--- config.mk ---
export PLATFORM = sky130hd
export DESIGN_NAME = lsu
export DESIGN_NICKNAME = d
export VERILOG_FILES = /design/src/rtl/lsu.sv
export SDC_FILE = /design/constraint.sdc
export NUM_CORES = 1
export LEC_CHECK = 0
export CAP_MARGIN = 20
export CORE_MARGIN = 10
export CORE_UTILIZATION = 49
export DETAILED_ROUTE_END_ITERATION = 8
export PLACE_DENSITY = 0.85
export SYNTH_ARGS = -nofsm -noshare
export SYNTH_HDL_FRONTEND = slang
export SYNTH_SLANG_ARGS = --single-unit
--- constraint.sdc ---
create_clock -name clk_i -period 4.85 [get_ports clk_i]
set_input_delay 1.2125 -clock clk_i [delete_from_list [all_inputs] [get_ports clk_i]]
set_output_delay 1.2125 -clock clk_i [all_outputs]
set_load 0.02 [all_outputs]
--- src/rtl/lsu.sv ---
// lsu: load/store unit between the core memory stage and a byte-wide data RAM.
// Accepts one byte/half/word request at a time. Half and word requests are
// split into single-byte RAM accesses, lowest address first (little-endian).
// Load bytes are assembled into one value, then sign- or zero-extended.
// Exactly one response is returned per request, with an exception flag.
//
// Parameter
//   trap_misaligned : 1 = a misaligned half/word faults without touching RAM
//                     0 = a misaligned half/word is performed bytewise
// Ports
//   clk_i, rst_n_i           : clock; asynchronous active-low reset
//   req_valid_i / req_ready_o: request handshake (ready only while idle)
//   req_we_i                 : 1 = store, 0 = load
//   req_len_i                : 00 byte, 01 half, 10 word, 11 illegal
//   req_unsigned_i           : 1 = zero-extend loads, 0 = sign-extend
//   req_addr_i, req_wdata_i  : byte address; store data (byte 0 in [7:0])
//   resp_valid_o             : one-cycle response pulse
//   resp_rdata_o             : load result (0 for stores and faults)
//   resp_exc_o               : request faulted
//   mem_rw_o, mem_addr_o     : byte write strobe and byte address to RAM
//   mem_wdata_o              : {24'b0, byte}
//   mem_rdata_i              : combinational RAM read data ([7:0] used)
//   mem_exception_i          : combinational RAM out-of-range flag
module lsu #(
  parameter bit trap_misaligned = 1'b1
) (
  input  logic        clk_i,
  input  logic        rst_n_i,
  input  logic        req_valid_i,
  output logic        req_ready_o,
  input  logic        req_we_i,
  input  logic [1:0]  req_len_i,
  input  logic        req_unsigned_i,
  input  logic [31:0] req_addr_i,
  input  logic [31:0] req_wdata_i,
  output logic        resp_valid_o,
  output logic [31:0] resp_rdata_o,
  output logic        resp_exc_o,
  output logic        mem_rw_o,
  output logic [31:0] mem_addr_o,
  output logic [31:0] mem_wdata_o,
  input  logic [31:0] mem_rdata_i,
  input  logic        mem_exception_i
);

  typedef enum logic [1:0] {IDLE, ACCESS, RESP} state_e;

  state_e      state_q, state_d;
  logic        we_q, we_d;
  logic [1:0]  len_q, len_d;
  logic        uns_q, uns_d;
  logic [31:0] addr_q, addr_d;
  logic [31:0] wdata_q, wdata_d;
  logic [1:0]  idx_q, idx_d;
  logic [31:0] asm_q, asm_d;
  logic        exc_q, exc_d;

  logic       misal;
  logic [1:0] last_idx;
  logic [4:0] bit_off;
  logic       sext;

  // Only the low byte of the RAM read bus carries data.
  logic unused_rdata;
  assign unused_rdata = ^mem_rdata_i[31:8];

  assign misal = (req_len_i == 2'b01 && req_addr_i[0]) ||
                 (req_len_i == 2'b10 && req_addr_i[1:0] != 2'b00);

  always_comb begin
    unique case (len_q)
      2'b00:   last_idx = 2'd0;
      2'b01:   last_idx = 2'd1;
      default: last_idx = 2'd3;
    endcase
  end

  assign bit_off = {idx_q, 3'b000};
  assign sext    = ~uns_q;

  always_ff @(posedge clk_i or negedge rst_n_i) begin
    if (!rst_n_i) begin
      state_q <= IDLE;
      we_q    <= 1'b0;
      len_q   <= 2'b00;
      uns_q   <= 1'b0;
      addr_q  <= '0;
      wdata_q <= '0;
      idx_q   <= '0;
      asm_q   <= '0;
      exc_q   <= 1'b0;
    end else begin
      state_q <= state_d;
      we_q    <= we_d;
      len_q   <= len_d;
      uns_q   <= uns_d;
      addr_q  <= addr_d;
      wdata_q <= wdata_d;
      idx_q   <= idx_d;
      asm_q   <= asm_d;
      exc_q   <= exc_d;
    end
  end

  always_comb begin
    state_d = state_q;
    we_d    = we_q;
    len_d   = len_q;
    uns_d   = uns_q;
    addr_d  = addr_q;
    wdata_d = wdata_q;
    idx_d   = idx_q;
    asm_d   = asm_q;
    exc_d   = exc_q;
    unique case (state_q)
      IDLE: begin
        if (req_valid_i) begin
          we_d    = req_we_i;
          len_d   = req_len_i;
          uns_d   = req_unsigned_i;
          addr_d  = req_addr_i;
          wdata_d = req_wdata_i;
          idx_d   = '0;
          asm_d   = '0;
          exc_d   = 1'b0;
          if (req_len_i == 2'b11 || (trap_misaligned && misal)) begin
            exc_d   = 1'b1;
            state_d = RESP;
          end else begin
            state_d = ACCESS;
          end
        end
      end
      ACCESS: begin
        if (!we_q) asm_d[bit_off +: 8] = mem_rdata_i[7:0];
        // A RAM fault ends the burst; bytes already written are left as-is.
        if (mem_exception_i) begin
          exc_d   = 1'b1;
          state_d = RESP;
        end else if (idx_q == last_idx) begin
          state_d = RESP;
        end else begin
          idx_d = idx_q + 2'd1;
        end
      end
      RESP:    state_d = IDLE;
      default: state_d = IDLE;
    endcase
  end

  // RAM outputs decode from registered state only, so they are stable
  // for the whole ACCESS cycle and drop as soon as reset asserts.
  always_comb begin
    mem_rw_o    = 1'b0;
    mem_addr_o  = '0;
    mem_wdata_o = '0;
    if (state_q == ACCESS) begin
      mem_rw_o    = we_q;
      mem_addr_o  = addr_q + {30'b0, idx_q};
      mem_wdata_o = {24'b0, wdata_q[bit_off +: 8]};
    end
  end

  assign req_ready_o  = (state_q == IDLE);
  assign resp_valid_o = (state_q == RESP);
  assign resp_exc_o   = (state_q == RESP) && exc_q;

  always_comb begin
    resp_rdata_o = '0;
    if (state_q == RESP && !we_q && !exc_q) begin
      unique case (len_q)
        2'b00:   resp_rdata_o = {{24{sext & asm_q[7]}},  asm_q[7:0]};
        2'b01:   resp_rdata_o = {{16{sext & asm_q[15]}}, asm_q[15:0]};
        default: resp_rdata_o = asm_q;
      endcase
    end
  end

endmodule

# Yosys cells after proc, flatten, opt, wreduce, memory -nomap -nowiden
# Cells that the tools add are included.
# Widths: inputs -> output; s select.
[totals]
mem_bits_rw = 0
elab_cells = 72
in_bits = 104
latchBits = 0
register_bits = 105
out_inout_bits = 100
rom_bits = 0
n_memories = 0
[classes]
n_reduce_logical = 18
n_eq_ne = 13
mul = 0
bitwise_logic = 3
n_shift = 3
magnitude_cmp = 0
div_mod_pow = 0
n_addsub = 3
muxes = 23
[ops]
columns = ["op", "n"]
rows = [
  ["$mux 32", 4],
  ["$pmux 32 s2", 2],
  ["$add 32x2->32", 1],
  ["$bwmux 32", 1],
  ["$shift 8x7->32 const A", 1],
  ["$shiftx 32x6->8", 1],
  ["$shiftx 8x7->32", 1],
  ["$mux 2", 7],
  ["$pmux 2 s2", 3],
  ["$ne 2x2->1 const B", 5],
  ["$mux 8", 1],
  ["$neg 5->7", 1],
  ["$eq 2x1->1 const B", 3],
  ["$eq 2x2->1 const B", 3],
  ["$reduce_and 3->1", 2],
  ["$logic_and 1x1->1", 5],
  ["$logic_not 2->1", 2],
  ["$mux 1", 4],
  ["$reduce_and 2->1", 2],
  ["$reduce_and 4->1", 1],
  ["$reduce_bool 2->1", 2],
  ["$ne 3x3->1 const B", 1],
  ["$add 2x1->2 const B", 1],
  ["$and 1x1->1", 2],
  ["other kinds (5)", 7],
]

# Logic depth before layout (Yosys ltp)
[logic_depth]
depth_word = 7
ltp_mapped = 8
mapped_depth_nobuf = 6

# Worst setup path before layout
# OpenSTA, ideal clock, no wires.
[synth_timing]
path_type = "reg2out"
start = "reg idx_q[0]"
end = "out mem_addr_o[20]"
path_buffers = 1
setup_slack_ps = 1221
stages_incl_launch_ff = 8
arrival_time_ps = 2417
required_ps = 3638
path_cell_list = "dfrtp_1 -> ha_1 -> fa_1 -> nand4_2 -> or4_1 -> buf_2 -> or3_1 -> a21oi_1"
[synth_between]
elab_chain_len = 2
[synth_lines]
columns = ["element", "line_no", "text"]
rows = [
  ["start, declared", "54", "logic [1:0] idx_q, idx_d;"],
  ["start signal, assigned", "99", "idx_q <= idx_d;"],
  ["$add 32x2->32", "159", "mem_addr_o = addr_q + {30'b0, idx_q};"],
  ["$mux 32", "157", "if (state_q == ACCESS) begin"],
  ["end, declared", "40", "output logic [31:0] mem_addr_o,"],
]
# Every way passes these cells.

# Worst setup path after layout
[layout_timing]
start = "reg idx_q[1]"
end = "out mem_addr_o[18]"
# Same word-level chain as after synthesis.

==> impl_results.rst <==
.. list-table::
   :header-rows: 1

   * - Metric
     - Value
   * - Total track usage
     - 19.8%
   * - Worst Path Arrival
     - 3.30 ns
   * - Global-route congestion overflow total
     - 0
   * - Share of cells above drive strength 1
     - 5.96%
   * - Crit. End Element
     - output pin
   * - Total of buffers placed on input and output ports
     - 155
   * - Slowest library cell on the worst path
     - or4_1
   * - Worst-path cell chain
     - fa_1 -> nand4_2 -> or4_1 -> or3_1 -> a21oi_1 -> clkdlybuf4s50_1
   * - Average cell area after synthesis
     - 8.49 um2
   * - Vias in the first global route
     - 5,241
   * - Half-perimeter wire length after placement
     - 12,400 um
   * - Type of the setup path with the least slack
     - register to output pin
   * - Final hold violations
     - 0
   * - CTS Buffer Depth
     - 2
   * - Effective utilization at floorplan
     - 50.5%
   * - Slew Limit Fails
     - 0
   * - PwrDens
     - 447 nW/um2
   * - Tcrit/Tclk final
     - 93.0%
   * - Wire length of the first global-routing pass
     - 26,700 um
   * - Distinct cell type count of the synthesized netlist
     - 48
   * - Synth Register Bits
     - 105
   * - DR iter-0 viols
     - 410
   * - Number of standard cells in the final layout excluding fillers
     - 965
   * - Most instantiated flip-flop cell in the synthesis netlist
     - dfrtp_1
   * - Vias per Instance
     - 5.42
   * - Die Width
     - 129 um
   * - Count of nets after finishing
     - 928
   * - Detailed-route via count
     - 5,228
   * - Count of instances resized after the clock tree is built
     - 0
   * - Max Fclk
     - 0.222 GHz
   * - Worst Slack Setup Final
     - 0.339 ns
   * - Clock sink total
     - 105
   * - Min-Delay Path Class
     - register to register
   * - Post-synthesis cell type with the largest combined area
     - dfrtp_1
   * - GP Congestion
     - 0.889
   * - Clock insertion delay at the later pin of the skew report
     - 0.34 ns
   * - Post-CTS setup repair buffer count
     - 0
   * - DR pass1 iterations
     - 7
   * - Area delta synth->final
     - 32.7%
   * - Maximum number of pins on one net before global-route repair
     - 75
   * - Detailed Route WL
     - 16,700 um
   * - Async set-or-reset flop fraction in the synthesized netlist
     - 100%
   * - Number of antenna violations at the first check in global routing
     - 0
   * - Core Rows
     - 39
   * - Count of final setup violators
     - 0
   * - Setup repair after global routing missed its margin
     - false
   * - Synth top cells by count
     - nand2_1, dfrtp_1, a21oi_1
   * - Clock-pin slew reported for the worst setup and hold paths after clock tree synthesis
     - 0.07 ns
   * - Root Buffer Master
     - clkbuf_16
   * - Share of synthesized area occupied by flip-flops and latches
     - 45.4%
   * - Core region area
     - 11,500 um2
   * - Number of cells produced by synthesis
     - 682
   * - Die Outline Area
     - 16,600 um2
   * - Longest individual stage delay on the worst path
     - 0.66 ns
   * - CTS tree
     - yes
   * - Leading post-synthesis cells by cell area
     - dfrtp_1, nand2_1, a21oi_1, a22o_1, buf_4
   * - Boundary pin count
     - 204
   * - DRC viols
     - 0
   * - Setup TNS Final
     - 0 ns
   * - Worst Max-Slew Pin Slew
     - 1.01 ns
   * - Clock buffer count from CTS
     - 9
   * - Die extent in y
     - 129 um
   * - Worst slew margin
     - 32.4%
   * - Post-synth design cell area
     - 5790 um2
   * - Most frequent cell after synthesis
     - nand2_1
   * - Endpoint required time on the critical path
     - 3.64 ns
   * - Post-Place Setup Slack
     - 0.709 ns
   * - CP startpoint kind
     - register
   * - Share of Yosys cell area claimed by the top area cell type
     - 45.4%
   * - Post-CTS Hold Buffers
     - 0
   * - Warning count from the yosys run
     - 0
   * - Status
     - finished, final reports clean
   * - Worst ir drop on vdd
     - 0.209 mV
   * - Minimum clock period
     - 4.51 ns
   * - Power Total
     - 3440 uW
   * - # H-tree levels
     - 3
   * - Biggest fanout along the worst timing path
     - 8
   * - Maximum clock skew at final layout
     - 0.00401 ns
   * - Number of antenna diodes
     - 0
   * - Leakage power summed over all cells
     - 0.00336 uW
   * - Max Cap Violations
     - 0
   * - Post-route antenna net violation count
     - 0
   * - Placed cell count
     - 947
   * - Number of synthesized flops with an enable pin
     - 0
   * - Average wire per standard cell
     - 17.3 um
==> cell usage in the layout, fill, tap and decap left out, types with 3 or more instances in the layout <==
cell	instances
nand2_1	228
clkdlybuf4s50_1	154
dfrtp_1	105
a21oi_1	42
o21ai_0	33
inv_1	24
a22o_1	24
conb_1	24
and2_1	21
or3_1	14
nor2_1	13
nand3_1	13
buf_4	11
clkbuf_16	10
xnor2_1	9
mux4_2	8
or4_1	7
o31ai_1	6
nor4_1	6
ha_1	6
nand2b_1	5
mux2i_1	5
nand4_1	4
a21o_1	4
and4_1	3
or4b_2	3
nor3_1	3
nor3b_1	3
nand3b_1	3
==> cell type report <==
type	count	area (um2)
Clock buffer	11	253
Clock inverter	5	61.3
Inverter	24	90.1
Sequential cell	105	2630
Tap cell	143	179
Fill cell	943	3790
Timing Repair Buffer	166	1650
Multi-Input combinational cell	511	2820
==> stage by stage <==
| step | hold slack, ns | area (um2) | util, % |
|---|---|---|---|
| after floorplan | 0.440 | 5870 | - |
| after global routing | 0.506 | 7680 | 67.0 |
| final | 0.472 | 7680 | 67.0 |
| after global placement | 0.453 | 7330 | 64.0 |
| after detailed placement | 0.458 | 7330 | 64.0 |
| after CTS | 0.476 | 7650 | 66.7 |
==> power by group <==
group          internal (uW)  leakage [uW]  switching, uW
registers               1150       0.00135            309
clock network            433      0.000157            331
logic                    537       0.00186            673
total                   2120       0.00336           1310
==> worst max-delay path: cells and delay by family (launching register included) <==
| family | cells | cell delay, ns |
|---|---|---|
| AOI/OAI and AO/OA | 1 | 0.16 |
| buffers and inverters | 1 | 0.65 |
| and+or+nand+nor | 3 | 1.27 |
| adders and majority gates | 1 | 0.32 |
| DFF | 1 | 0.54 |
==> registers in the layout, indices dropped and copies added, names as in the netlist <==
signal,count
len_q,2
asm_q,32
wdata_q,32
exc_q,1
we_q,1
idx_q,2
state_q,2
uns_q,1
addr_q,32
==> per-layer routing <==
layer  GRT usage, %  routed length [um]  vias to the layer above
met5              0                   0                        -
met4           7.86                 391                        0
met3           5.17                1240                       28
met2           32.7                8180                      185
met1           24.3                6870                     2505
li1               -                   -                     2510
==> final timing paths <==
| path | end | slack, ns | from | cells after the start |
|---|---|---|---|---|
| min in group asynchronous | addr_q[2]$_DFFE_PN0P_ | 1.00 | rst_n_i | 1 |
| worst max-delay path | mem_addr_o[18] | 0.34 | idx_q[1]$_DFFE_PN0P_ | 6 |
| max in group asynchronous | wdata_q[8]$_DFFE_PN0P_ | 2.87 | rst_n_i | 2 |
| worst min-delay path | wdata_q[21]$_DFFE_PN0P_ | 0.47 | wdata_q[21]$_DFFE_PN0P_ | 2 |
| worst min register to register | wdata_q[21]$_DFFE_PN0P_ | 0.47 | wdata_q[21]$_DFFE_PN0P_ | 2 |
| worst max register to register | asm_q[25]$_DFFE_PN0P_ | 2.57 | idx_q[0]$_DFFE_PN0P_ | 6 |
==> logic make-up (layout without fill, tap and decap cells) <==
| family | count (synthesis) | count (layout) | share of synthesized area, % |
|---|---|---|---|
| muxes | 13 | 13 | 3.98 |
| other | 1 | 24 | 0.0648 |
| and+or+nand+nor | 340 | 340 | 27.5 |
| adders and majority gates | 7 | 7 | 1.64 |
| buffers and inverters | 89 | 206 | 7.42 |
| xor gates and xnor gates | 11 | 11 | 1.66 |
| AOI/OAI and AO/OA | 116 | 116 | 12.3 |
| DFF | 105 | 105 | 45.4 |
No activity file was read; power rests on OpenSTA's default activity.
